## config.mk

```make
export PLATFORM = sky130hd
export DESIGN_NAME = buffer_mac_reader_flat
export DESIGN_NICKNAME = d
export VERILOG_FILES = /design/src/rtl/buffer_mac_reader_if.sv /design/src/rtl/buffer_mac_reader.sv /design/src/flat_wrapper.sv
export SDC_FILE = /design/constraint.sdc
export NUM_CORES = 1
export LEC_CHECK = 0
export BUFFER_PORTS_ARGS = -buffer_cell sky130_fd_sc_hd__buf_4
export CORE_ASPECT_RATIO = 0.5
export CORE_MARGIN = 2
export CORE_UTILIZATION = 65
export DETAILED_ROUTE_END_ITERATION = 12
export GPL_TIMING_DRIVEN = 0
export PLACE_DENSITY = 0.87
export SETUP_SLACK_MARGIN = 0.5
export SYNTH_ARGS = -nofsm -noshare
export SYNTH_HDL_FRONTEND = slang
export SYNTH_SLANG_ARGS = --single-unit
```

## constraint.sdc

```tcl
create_clock -name clk -period 7.68 [get_ports clk]
set_input_delay 1.536 -clock clk [delete_from_list [all_inputs] [get_ports clk]]
set_output_delay 1.536 -clock clk [all_outputs]
set_load 0.005 [all_outputs]
```

## src/rtl/buffer_mac_reader_if.sv

```systemverilog
// Bundles the run-control, buffer-read and result handshake signals of the dot-product reader.
interface buffer_mac_reader_if #(
    parameter int DataWidth   = 8,
    parameter int BufferWidth = 2,
    parameter int AccWidth    = 2 * DataWidth + BufferWidth + 1
);
    logic                   Start;
    logic [BufferWidth-1:0] Base1;
    logic [BufferWidth-1:0] Base2;
    logic [BufferWidth:0]   Len;
    logic [BufferWidth-1:0] R_Addr1;
    logic [BufferWidth-1:0] R_Addr2;
    logic [DataWidth-1:0]   DataIn1;
    logic [DataWidth-1:0]   DataIn2;
    logic                   Busy;
    logic [AccWidth-1:0]    Result;
    logic                   ResultValid;
    logic                   ResultReady;

    modport master (
        output Start, Base1, Base2, Len, DataIn1, DataIn2, ResultReady,
        input  R_Addr1, R_Addr2, Busy, Result, ResultValid
    );

    modport slave (
        input  Start, Base1, Base2, Len, DataIn1, DataIn2, ResultReady,
        output R_Addr1, R_Addr2, Busy, Result, ResultValid
    );
endinterface

```

## src/rtl/buffer_mac_reader.sv

```systemverilog
// Reads two wrapping operand streams from a dual-port buffer and accumulates their
// unsigned dot product, presenting the sum through a valid/ready result handshake.
module buffer_mac_reader #(
    parameter int DataWidth   = 8,
    parameter int BufferSize  = 4,
    parameter int BufferWidth = 2,
    parameter int AccWidth    = 2 * DataWidth + BufferWidth + 1
) (
    input logic                 clk,
    input logic                 rst,
    buffer_mac_reader_if.slave  bus
);
    typedef enum logic [1:0] {IDLE, READ, DONE} state_t;

    state_t                 state;
    logic [AccWidth-1:0]    acc;
    logic [AccWidth-1:0]    acc_sum;
    logic [BufferWidth:0]   cnt;
    logic [BufferWidth:0]   cnt_nxt;
    logic [BufferWidth:0]   len_q;
    logic [BufferWidth-1:0] addr1;
    logic [BufferWidth-1:0] addr2;
    logic [AccWidth-1:0]    result;
    logic                   valid;
    logic                   busy;

    // Full-precision unsigned product, zero-extended to the accumulator width.
    function automatic logic [AccWidth-1:0] widen_product(
        input logic [DataWidth-1:0] a,
        input logic [DataWidth-1:0] b
    );
        logic [2*DataWidth-1:0] p;
        p = {{DataWidth{1'b0}}, a} * {{DataWidth{1'b0}}, b};
        return {{(AccWidth - 2 * DataWidth){1'b0}}, p};
    endfunction

    assign acc_sum = acc + widen_product(bus.DataIn1, bus.DataIn2);
    assign cnt_nxt = cnt + (BufferWidth + 1)'(1);

    always_ff @(posedge clk or posedge rst) begin
        if (rst) begin
            state  <= IDLE;
            acc    <= '0;
            cnt    <= '0;
            len_q  <= '0;
            addr1  <= '0;
            addr2  <= '0;
            result <= '0;
            valid  <= 1'b0;
            busy   <= 1'b0;
        end else begin
            case (state)
                IDLE: begin
                    if (bus.Start) begin
                        len_q <= bus.Len;
                        acc   <= '0;
                        cnt   <= '0;
                        busy  <= 1'b1;
                        if (bus.Len == '0) begin
                            result <= '0;
                            valid  <= 1'b1;
                            state  <= DONE;
                        end else begin
                            addr1 <= bus.Base1;
                            addr2 <= bus.Base2;
                            state <= READ;
                        end
                    end
                end
                READ: begin
                    acc <= acc_sum;
                    cnt <= cnt_nxt;
                    // Final pair: publish the sum and park the read ports at 0.
                    if (cnt_nxt == len_q) begin
                        result <= acc_sum;
                        valid  <= 1'b1;
                        addr1  <= '0;
                        addr2  <= '0;
                        state  <= DONE;
                    end else begin
                        addr1 <= addr1 + BufferWidth'(1);
                        addr2 <= addr2 + BufferWidth'(1);
                    end
                end
                DONE: begin
                    if (bus.ResultReady) begin
                        valid <= 1'b0;
                        busy  <= 1'b0;
                        state <= IDLE;
                    end
                end
                default: state <= IDLE;
            endcase
        end
    end

    assign bus.R_Addr1     = addr1;
    assign bus.R_Addr2     = addr2;
    assign bus.Busy        = busy;
    assign bus.Result      = result;
    assign bus.ResultValid = valid;
endmodule

```

## src/flat_wrapper.sv

```systemverilog
// flat-port wrapper written by rule: the top's interface ports become plain ports
module buffer_mac_reader_flat 
#(
    parameter int DataWidth   = 8,
    parameter int BufferSize  = 4,
    parameter int BufferWidth = 2,
    parameter int AccWidth    = 2 * DataWidth + BufferWidth + 1
)
  (clk, rst, bus_Start, bus_Base1, bus_Base2, bus_Len, bus_DataIn1, bus_DataIn2, bus_ResultReady, bus_R_Addr1, bus_R_Addr2, bus_Busy, bus_Result, bus_ResultValid);
  buffer_mac_reader_if #(.DataWidth(DataWidth), .BufferWidth(BufferWidth), .AccWidth(AccWidth)) bus_i ();
  input logic clk;
  input logic rst;
  input wire logic [$bits(bus_i.Start)-1:0] bus_Start;
  input wire logic [$bits(bus_i.Base1)-1:0] bus_Base1;
  input wire logic [$bits(bus_i.Base2)-1:0] bus_Base2;
  input wire logic [$bits(bus_i.Len)-1:0] bus_Len;
  input wire logic [$bits(bus_i.DataIn1)-1:0] bus_DataIn1;
  input wire logic [$bits(bus_i.DataIn2)-1:0] bus_DataIn2;
  input wire logic [$bits(bus_i.ResultReady)-1:0] bus_ResultReady;
  output wire logic [$bits(bus_i.R_Addr1)-1:0] bus_R_Addr1;
  output wire logic [$bits(bus_i.R_Addr2)-1:0] bus_R_Addr2;
  output wire logic [$bits(bus_i.Busy)-1:0] bus_Busy;
  output wire logic [$bits(bus_i.Result)-1:0] bus_Result;
  output wire logic [$bits(bus_i.ResultValid)-1:0] bus_ResultValid;
  assign bus_i.Start = bus_Start;
  assign bus_i.Base1 = bus_Base1;
  assign bus_i.Base2 = bus_Base2;
  assign bus_i.Len = bus_Len;
  assign bus_i.DataIn1 = bus_DataIn1;
  assign bus_i.DataIn2 = bus_DataIn2;
  assign bus_i.ResultReady = bus_ResultReady;
  assign bus_R_Addr1 = bus_i.R_Addr1;
  assign bus_R_Addr2 = bus_i.R_Addr2;
  assign bus_Busy = bus_i.Busy;
  assign bus_Result = bus_i.Result;
  assign bus_ResultValid = bus_i.ResultValid;
  buffer_mac_reader #(.DataWidth(DataWidth), .BufferSize(BufferSize), .BufferWidth(BufferWidth), .AccWidth(AccWidth)) u_core (.clk(clk), .rst(rst), .bus(bus_i));
endmodule
```

==> results.py <==
metrics = {
    "timing": {
        "slew_violations": 0,
        "timing.setup.tns_ns": 0,
        "finalHoldViolations": 0,
        "rsz0062_at_grt": "no",
        "relSlewSlack_pct": 43.6,
        "timing.final.crit_share_pct": 74.8,
        "setup_viol": 0,
        "final.min_clock_period_ns": 5.74,
        "finClkSkew_ns": 0.00916,
        "max_freq_mhz": 174,
        "layout_setup_ws_ns": 1.94,
        "worst-slew-pin-transition_ns": 0.842,
    },
    "min_path": {
        "min_from": "u_core.acc[14]$_DFFE_PP0P_",
        "hold_class": "reg -> reg",
    },
    "cts": {
        "cts_buffers": 5,
        "post_cts_buffers": 0,
        "clock_path_buffers": 2,
        "clkLatencyLatePin_ns": 0.30,
        "cts.sinks": 52,
        "cts_tree": "done",
        "cts-root-buf": "clkbuf_16",
        "cts.repair.resized": 0,
        "clkTransAtPathRegs_ns": 0.07,
        "h-tree-depth": 2,
        "cts_hold_buffers": 0,
    },
    "floorplan": {
        "io_pins": 52,
        "die_area_um2": 8180,
        "core_area_um2": 7270,
        "die_w_um": 126,
        "rows": 22,
        "fp.dieH_um": 64.9,
        "initial_core_util_pct": 66.4,
    },
    "setup_path": {
        "cpMostUsedCell": "fa_1",
        "path_buf_inv": 4,
        "crit_path_start": "bus_DataIn2[0]",
        "worstPathMaxFanout": 8,
        "cp.arrival_ns": 5.98,
        "end_kind": "flip-flop",
        "start_kind": "input port",
        "timing.rr.start": "u_core.acc[6]$_DFFE_PP0P_",
        "crit_path_cell_trace": "clkbuf_1, nand2_1, fa_1, inv_1, fa_1, inv_1, fa_1, fa_1, inv_1, ha_1, o211ai_1, o21ai_0, nand4_1, a2111o_1, nand3_1",
        "cp_slowest_stage_delay_ns": 0.55,
        "crit_family": "adder cells",
        "critPathSlowestCell": "fa_1",
        "worstSetupPathType": "in -> reg",
        "cp.required_ns": 7.92,
    },
    "place": {
        "pre_cts_slack_ns": 1.66,
        "place.gp.congestion": 0.877,
        "hpwl_mm": 8.66,
        "portBuffers": 49,
        "dp_cells": 677,
    },
    "power": {
        "powerDensity_nw_per_um2": 439,
        "vdd_drop_max_mv": 0.264,
        "power.leakage_nw": 2.90,
    },
    "yosys": {
        "synth_fp_nets": 650,
        "synth_ff_type": "dfrtp_1",
        "synth_area_leader_cell": "dfrtp_1",
        "synth_area_leaders": "dfrtp_1 (27%), fa_1 (21%), ha_1 (11%)",
        "seq_area_frac_synth_pct": 26.9,
        "synthArstFlopShare_pct": 100,
        "yosys_warnings": 0,
        "syn_area_um2": 4830,
        "synth_top_area_share_pct": 26.9,
        "synthCells": 531,
        "synth_cell_types": 49,
        "synth.avg_cell_area_um2": 9.09,
        "synth-seq-cells": 52,
        "synth_edf_count": 0,
    },
    "layout": {
        "insertedDiodeCount": 0,
        "stdcell_count": 685,
        "area_growth_pct": 13.6,
        "fin_nets": 707,
        "drive_gt1_share_pct": 11.7,
        "fillCellCount": 516,
    },
    "global_route": {
        "grt_max_degree": 31,
        "grt_pass1_wl_mm": 18.8,
        "antenna_found_initial": 0,
        "grt-ovfl-total": 0,
        "grt_usage_pct": 29.0,
        "grt_pass1_vias": 4032,
    },
    "job": {
        "max_cap_viol_count": 0,
    },
    "drt": {
        "antenna_left": 0,
        "drtIter0Drc": 309,
        "wirelength_mm": 11.0,
        "viasPerCell": 5.78,
        "post-route-drc-count": 0,
        "num_vias": 3958,
        "drt-pass1-iter-count": 4,
        "wl_per_cell_um": 16.0,
    },
    "outcome": {
        "status": "completed",
    },
}
per-stage QoR:
stage	hold slack [ns]	area (um2)	total power, mW	util (%)
CTS	0.484	5490	2.39	75.5
detailed placement	0.474	5340	2.12	73.4
finish	0.485	5490	2.41	75.5
floorplan	0.449	4830	1.68	-
global route	0.508	5490	2.64	75.5
global placement	0.466	5320	2.05	73.2
final timing paths:
kind | to | slack [ns] | cells after the start
hold / removal | u_core.acc[14]$_DFFE_PP0P_ | 0.49 | 2
setup / recovery | u_core.bus.Result[16]$_DFFE_PP0P_ | 1.94 | 15
min in group asynchronous | u_core.bus.Result[16]$_DFFE_PP0P_ | 1.27 | 2
hold reg to reg | u_core.acc[14]$_DFFE_PP0P_ | 0.49 | 2
max in group asynchronous | u_core.acc[0]$_DFFE_PP0P_ | 5.87 | 3
setup reg to reg | u_core.bus.Result[16]$_DFFE_PP0P_ | 3.17 | 14
metal layers:
metal	routed length [um]	part of all wire [%]	vias up	global-route usage, %
met1	4770	44	1962	38.6
met5	0	0	-	0
li1	-	-	1835	-
met4	237	2.2	0	9.20
met3	684	6.2	26	6.77
met2	5270	48	135	48.1
where the power goes:
group | switching [mW] | internal, mW | total, mW
Combinational | 1.06 | 0.682 | 1.74
Clock | 0.102 | 0.130 | 0.232
Sequential | 0.0633 | 0.376 | 0.439
Total | 1.22 | 1.19 | 2.41
cells in the mapped netlist, types with 2 or more instances:
library cell and number:
nand4_1 4, o21ai_0 30, buf_2 5, nand2_1 77, ha_1 42, a32o_1 3
mux2_2 3, o211ai_1 2, xnor2_1 5, clkbuf_1 5, o21ai_1 7, o21bai_1 2
nand2b_1 2, o31ai_1 5, nor2_1 7, a21o_1 3, mux2i_1 2, a221oi_1 2
and2_1 40, a31oi_1 2, and3_1 4, a21oi_1 23, nand3_1 9, a211o_1 3
nor3_1 4, a22o_1 7, inv_1 104, a2bb2oi_1 3, xor2_1 4, or3_1 2
dfrtp_1 52, fa_1 50, o211a_1 2
worst min-delay path: stages, from the launching register on:
cell	delay, ns
dfrtp_1	0.34
nand2_1	0.05
o31ai_1	0.06
cells by family (layout without fill, tap and decap cells):
group,count (synthesis),after routing,share of synthesized area (%)
buffers and inverters,116,174,9.23
DFF,52,52,27.0
adders and majority gates,92,92,31.6
AOI/OAI and AO/OA,104,104,13.9
and+or+nand+nor,152,152,15.1
xor gates and xnor gates,10,10,2.10
muxes,5,5,1.11
sequential cells by signal, indices dropped and copies added (netlist names):
register	flops
u_core.acc	19
u_core.bus.Busy	1
u_core.bus.R_Addr1	2
u_core.bus.R_Addr2	2
u_core.bus.Result	19
u_core.bus.ResultValid	1
u_core.cnt	3
u_core.len_q	3
u_core.state	2
placed cells by master (no fill, tap or decap), drive strengths merged, types with 2 or more instances in the layout:
master / netlist / final
clkbuf: 5 / 12
o31ai: 5 / 5
a211o: 3 / 3
o21bai: 2 / 2
a31oi: 2 / 2
xor2: 4 / 4
o211ai: 2 / 2
dfrtp: 52 / 52
nand2: 77 / 77
a32o: 3 / 3
and2: 40 / 40
nand2b: 2 / 2
nor3: 4 / 4
fa: 50 / 50
and3: 4 / 4
ha: 42 / 42
a2bb2oi: 3 / 3
inv: 104 / 104
mux2i: 2 / 2
mux2: 3 / 3
nor2: 7 / 7
or3: 2 / 2
o21ai: 37 / 37
a221oi: 2 / 2
a21oi: 23 / 23
nand3: 9 / 9
a22o: 7 / 7
o211a: 2 / 2
nand4: 4 / 4
xnor2: 5 / 5
buf: 7 / 57
a21o: 3 / 3
layout make-up:
type                       instances  area, um2  area share [%]
tap                               96        120            2.19
clock buffer                       7        143            2.60
timing repair buffer              50        388            7.07
buffer                            12       55.1            1.00
clock inverter                     1       7.51           0.137
sequential                        52       1300            23.7
inverter                         104        390            7.12
multi-input combinational        363       3080            56.2
Note: power is estimated with default switching activity, not from simulation.
